==> src/rtl/matmul_pkg.sv <==
// rtl/matmul_pkg.sv - shared word size and loop FSM state encoding for the matmul datapath
package matmul_pkg;

  localparam int WORD_SIZE = 16;

  typedef enum logic [1:0] {
    IDLE  = 2'b00,
    COUNT = 2'b01,
    DONE  = 2'b10
  } loop_state_t;

endpackage

==> src/rtl/loop_counter_with_decre_and_rst.sv <==
// rtl/loop_counter_with_decre_and_rst.sv - loadable loop down-counter with tc pulse and misuse flag
// Optional feature: define LOOP_CTR_AUTORELOAD_EN to restart from the loaded bound after each terminal step.
module loop_counter_with_decre_and_rst
  import matmul_pkg::*;
#(
  parameter int word_size = WORD_SIZE
) (
  input  logic                 clk,
  input  logic                 rst,
  input  logic [word_size-1:0] data_in,
  input  logic                 write_en,
  input  logic                 decre,
  output logic [word_size-1:0] data_out,
  output logic                 zero,
  output logic                 busy,
  output logic                 tc,
  output logic                 err
);

  logic [word_size-1:0] count;
  loop_state_t          state;

`ifdef LOOP_CTR_AUTORELOAD_EN
  // Reload copy of the last loaded bound; only consumed when auto-reload is built in.
  logic [word_size-1:0] reload_val;

  always_ff @(posedge clk or negedge rst) begin
    if (!rst) begin
      reload_val <= '0;
    end else if (write_en) begin
      reload_val <= data_in;
    end
  end
`endif

  always_ff @(posedge clk or negedge rst) begin
    if (!rst) begin
      count <= '0;
      state <= IDLE;
      tc    <= 1'b0;
      err   <= 1'b0;
    end else if (write_en) begin
      // A load always wins; a coincident decre is dropped.
      count <= data_in;
      err   <= 1'b0;
      tc    <= 1'b0;
      state <= (data_in != '0) ? COUNT : DONE;
    end else if (decre) begin
      if (state == COUNT) begin
        if (count > word_size'(1)) begin
          count <= count - word_size'(1);
          tc    <= 1'b0;
        end else begin
          tc <= 1'b1;
`ifdef LOOP_CTR_AUTORELOAD_EN
          count <= reload_val;
          state <= COUNT;
`else
          count <= '0;
          state <= DONE;
`endif
        end
      end else begin
        // Decrementing outside an active loop is a controller bug: hold count, flag it.
        err <= 1'b1;
        tc  <= 1'b0;
      end
    end else begin
      tc <= 1'b0;
    end
  end

  assign data_out = count;
  assign zero     = (count == '0);
  assign busy     = (state == COUNT);

endmodule

==> config.mk <==
export PLATFORM = sky130hd
export DESIGN_NAME = loop_counter_with_decre_and_rst
export DESIGN_NICKNAME = d
export VERILOG_FILES = /design/src/rtl/matmul_pkg.sv /design/src/rtl/loop_counter_with_decre_and_rst.sv
export SDC_FILE = /design/constraint.sdc
export NUM_CORES = 1
export LEC_CHECK = 0
export CAP_MARGIN = 20
export CORE_MARGIN = 2
export CORE_UTILIZATION = 41
export CTS_CLUSTER_SIZE = 40
export DETAILED_ROUTE_END_ITERATION = 6
export PLACE_DENSITY = 0.76
export SLEW_MARGIN = 15
export SYNTH_ARGS = -nofsm -noshare
export SYNTH_HDL_FRONTEND = slang
export SYNTH_SLANG_ARGS = --single-unit
==> constraint.sdc <==
create_clock -name clk -period 3.9 [get_ports clk]
set_input_delay 0.585 -clock clk [delete_from_list [all_inputs] [get_ports clk]]
set_output_delay 0.585 -clock clk [all_outputs]
set_load 0.05 [all_outputs]
## Yosys cells after proc, flatten, opt, wreduce, memory -nomap -nowiden

Cells that the tools add are included.

- Input port bits: 20
- Register bits: 20
- Word-level logic and storage cells: 32
- Output and inout bits: 20

- Equal/unequal tests: 3
- Magnitude comparators: 1
- Reductions and logical operators: 7
- Add/subtract/negate cells: 1
- Multiplexer cells: 16

Operators with widths:

| operator | number |
|---|---|
| two-way mux 16 bit | 4 |
| > comparator 16 x 1 -> 1 bit, second input constant | 1 |
| zero test 16 bit | 1 |
| nonzero test 16 bit | 1 |
| subtractor 16 x 1 -> 16 bit, second input constant | 1 |
| two-way mux 2 bit | 5 |
| two-way mux 1 bit | 7 |
| inequality test 2 bit, second input constant | 2 |
| AND reduction 2 bit | 2 |
| nonzero test 2 bit | 2 |
| AND reduction 3 bit | 1 |
| equality test 2 x 1 -> 1 bit, second input constant | 1 |

## Depth between registers and ports, before layout

- Word-level depth: 5
- Gate-level depth with buffers: 7
- Mapped depth without buffers: 7

## Worst setup path before layout

OpenSTA, ideal clock, no wires.

- Path type: register to output
- Start: register count[9] (netlist: data_out[9])
- End: output zero
- Setup slack: 1.432 ns
- Required time: 3.315 ns
- Cell stages (with the launch flop): 4
- Arrival time: 1.883 ns
- Path buffers: 0
- Path through: dfrtp_1 > or4_1 > nor3_1 > and4_2

- Word-level cells in the longest chain between the ends: 1

RTL lines:

| what | RTL line | RTL |
|---|---|---|
| start, declared | loop_counter_with_decre_and_rst.sv:20 | `logic [word_size-1:0] count;` |
| start signal, assigned | loop_counter_with_decre_and_rst.sv:44 | `count <= data_in;` |
| start signal, assigned | loop_counter_with_decre_and_rst.sv:51 | `count <= count - word_size'(1);` |
| zero test 16 bit | loop_counter_with_decre_and_rst.sv:74 | `assign zero = (count == '0);` |
| end, declared | loop_counter_with_decre_and_rst.sv:14 | `output logic zero,` |

Every way passes these cells.

## Final worst setup path

Same ends and word-level chain as after synthesis.

==> results.tsv <==
stage	metric	value	unit
synth	synth_edf_count	0	
critical_path	reg2reg_to	data_out[11]	
synth	yosysMostFrequentCell	dfrtp_1	
worst_hold_path	hold_class	reg -> reg	
synth	synth.yosys.warnings	0	
layout	diodes	0	
sta	hold_viol_final	0	
sta	min_period_over_period	0.8571	
critical_path	setup.worst_path.end_class	primary output	
floorplan	dieHeight	60.98	um
floorplan	die_x	60.98	um
placement	dp.cells	226	
worst_hold_path	hold_depth	2	
route	antenna_left	0	
pwr	p_leak	0.0007234	uW
floorplan	dieArea	3719	um2
worst_hold_path	holdPathEnd	err	
synth	synth_top_area_cell	dfrtp_1	
layout	finish.net_count	210	
sta	final-setup-viol-count	0	
clock_network	cts_buffers	3	
layout	fill_cells	274	
sta	slew_violations	0	
global_routing	track_usage	0.2111	
synth	ys.flop_type	dfrtp_1	
critical_path	r2r-start	data_out[2]	
clock_network	cts_max_level	1	
global_routing	grt_pass1_vias	1232	
synth	synth.avg_cell_area	8.935	um2
placement	place_area	1755	um2
sta	min_period	3.343	ns
route	vias_per_cell	5.696	
floorplan	io_pins	40	
sta	clock.fmax	299.2	MHz
layout	stdcell_area	1808	um2
clock_network	cts_setup_buffers	0	
clock_network	cts_sinks	20	
layout	final_cells	230	
synth	synth_top_cells_by_count	dfrtp_1 (20), nor2_1 (15), a21oi_1 (12), inv_1 (10), nand2_1 (10)	
synth	synthArstFlopShare	1.000	
clock_network	post_cts_resize_count	0	
floorplan	start_util	0.4325	
floorplan	rows	20	
placement	place_congestion	0.8176	
floorplan	coreArea	3078	um2
sta	tns	0	ns
clock_network	ctsHoldBuffers	0	
global_routing	antenna_found_initial	0	
clock_network	clock_path_buffers	2	
clock_network	cts_tree	built	
global_routing	gr-total-overflow	0	
global_routing	grt_max_degree	29	
synth	yosys.area.top_type_share	0.3759	
critical_path	path_max_fanout	7	
synth	yosys-top-cells-area	dfrtp_1 (38%), a21oi_1 (4.5%), nor2_1 (4.2%)	
critical_path	startpoint_type	flip-flop	
route	drtIter0Drc	62	
synth	syn_area	1331	um2
synth	ys_types	44	
route	first_pass_iters	4	
placement	pre_cts_slack	0.9278	ns
clock_network	clock_latency	0.31	ns
run_status	status	completed	
synth	synth_seq_cells	20	
sta	maxSlewHeadroom	0.4013	
placement	portBuffers	39	
clock_network	clk_pin_slew	0.11	ns
pwr	vdd_drop_max	0.1913	mV
sta	clock_skew	0.007122	ns
sta	setup_ws	0.5575	ns
run	cap_violations	0	
route	wl_per_cell	15.98	um
placement	dp_hpwl	2.734	mm
critical_path	rr_worst_depth	5	
sta	tightest_slew	0.8952	ns
sta	rsz0062_at_grt	false	
layout	multiInputGateArea	764.5	um2
global_routing	grt_pass1_wl	5.851	mm
synth	syn_nets	172	
clock_network	root_buffer	clkbuf_4	
route	drc	0	
critical_path	critical_path_arrival	2.76	ns
synth	syn-instance-count	149	
route	dr_total_vias	1310	
layout	seq_area	500.5	um2
worst_hold_path	worstHoldStart	err	
critical_path	required	3.31	ns
synth	seq_area_frac_synth	0.3759	
layout	fin_util	0.5874	
layout	area_growth	35.81	%
critical_path	regToRegSetupSlack	1.59	ns
critical_path	crit_type	reg -> out	
layout	layout-drive-gt1-share	0.08065	
route	finalWirelength	3.675	mm
pwr	powerDensity	336.1	nW/um2
## state kept, by name (all words and copies together), names as in the netlist
name	cells
data_out	16
err	1
state	2
tc	1
## metrics by stage
| stage | hold slack [ns] | total power [uW] |
|---|---|---|
| floorplan | 0.2894 | 362.0 |
| global placement | 0.4792 | 435.6 |
| detailed placement | 0.4951 | 438.4 |
| CTS | 0.5229 | 612.2 |
| global route | 0.5751 | 637.8 |
| finish | 0.5130 | 607.7 |
## final cells by class
class / instances / share of cell area
well taps: 44 / 0.03045
inverters: 10 / 0.02076
clock inverters: 1 / 0.01661
clock buffers: 3 / 0.01246
repair buffers: 40 / 0.2201
flip-flops and latches: 20 / 0.2768
multi-input cells: 112 / 0.4228
## cell families after synthesis
kind of cell               count (synthesis)  share of synthesized area
and+or+nand+nor                           62                     0.2857
AOI/OAI and AO/OA                         45                     0.2462
DFF                                       20                     0.3759
buffers and inverters                     17                    0.04982
adders and majority gates                  3                    0.02820
xor gates and xnor gates                   1                   0.006580
muxes                                      1                   0.007519
## worst max-delay path, cell delays in order (launching register included)
cell and delay (ns):
dfrtp_1 0.48, or4_1 0.52, nor3_1 0.37, and4_2 0.29, clkdlybuf4s50_1 0.80
## power breakdown
| group | leakage [uW] | internal, uW | total (uW) | switching (uW) |
|---|---|---|---|---|
| clock | 0.0000279 | 104 | 172 | 68.3 |
| sequential | 0.000236 | 223 | 252 | 28.6 |
| combinational | 0.000459 | 70.6 | 184 | 113 |
| total | 0.000723 | 398 | 608 | 210 |
## cells in the final DEF (no fill, tap or decap), drive strengths merged, types with 2 or more instances in the layout
cell           netlist  routed
clkbuf               5       3
o211ai               2       2
o31ai                2       2
nand3                3       3
a31oi                4       4
a21oi               13      13
inv                 10      10
nor3                 6       6
a32oi                3       3
clkdlybuf4s50        0      39
and3                 2       2
or4                  5       5
o21ai                7       7
nor2b                3       3
dfrtp               20      20
nor4                 8       8
nor2                16      16
a2bb2oi              6       6
ha                   3       3
a22oi                2       2
nand2               11      11
## worst max path at each step
stage,slack [ns],end,depth (start not counted),start
floorplan,1.43,zero,3,data_out[9]
global placement,0.99,zero,4,data_out[9]
detailed placement,0.93,zero,4,data_out[9]
CTS,0.57,zero,4,data_out[9]
global route,0.44,zero,4,data_out[9]
finish,0.56,zero,4,data_out[9]
## metal layers
| metal | up-vias | wire length, um | track usage |
|---|---|---|---|
| met5 | - | 0 | 0 |
| met4 | 0 | 57 | 0.06832 |
| met2 | 43 | 1742 | 0.3241 |
| li1 | 639 | - | - |
| met1 | 622 | 1636 | 0.2966 |
| met3 | 6 | 238 | 0.04478 |
No activity file was read; power rests on OpenSTA's default activity.
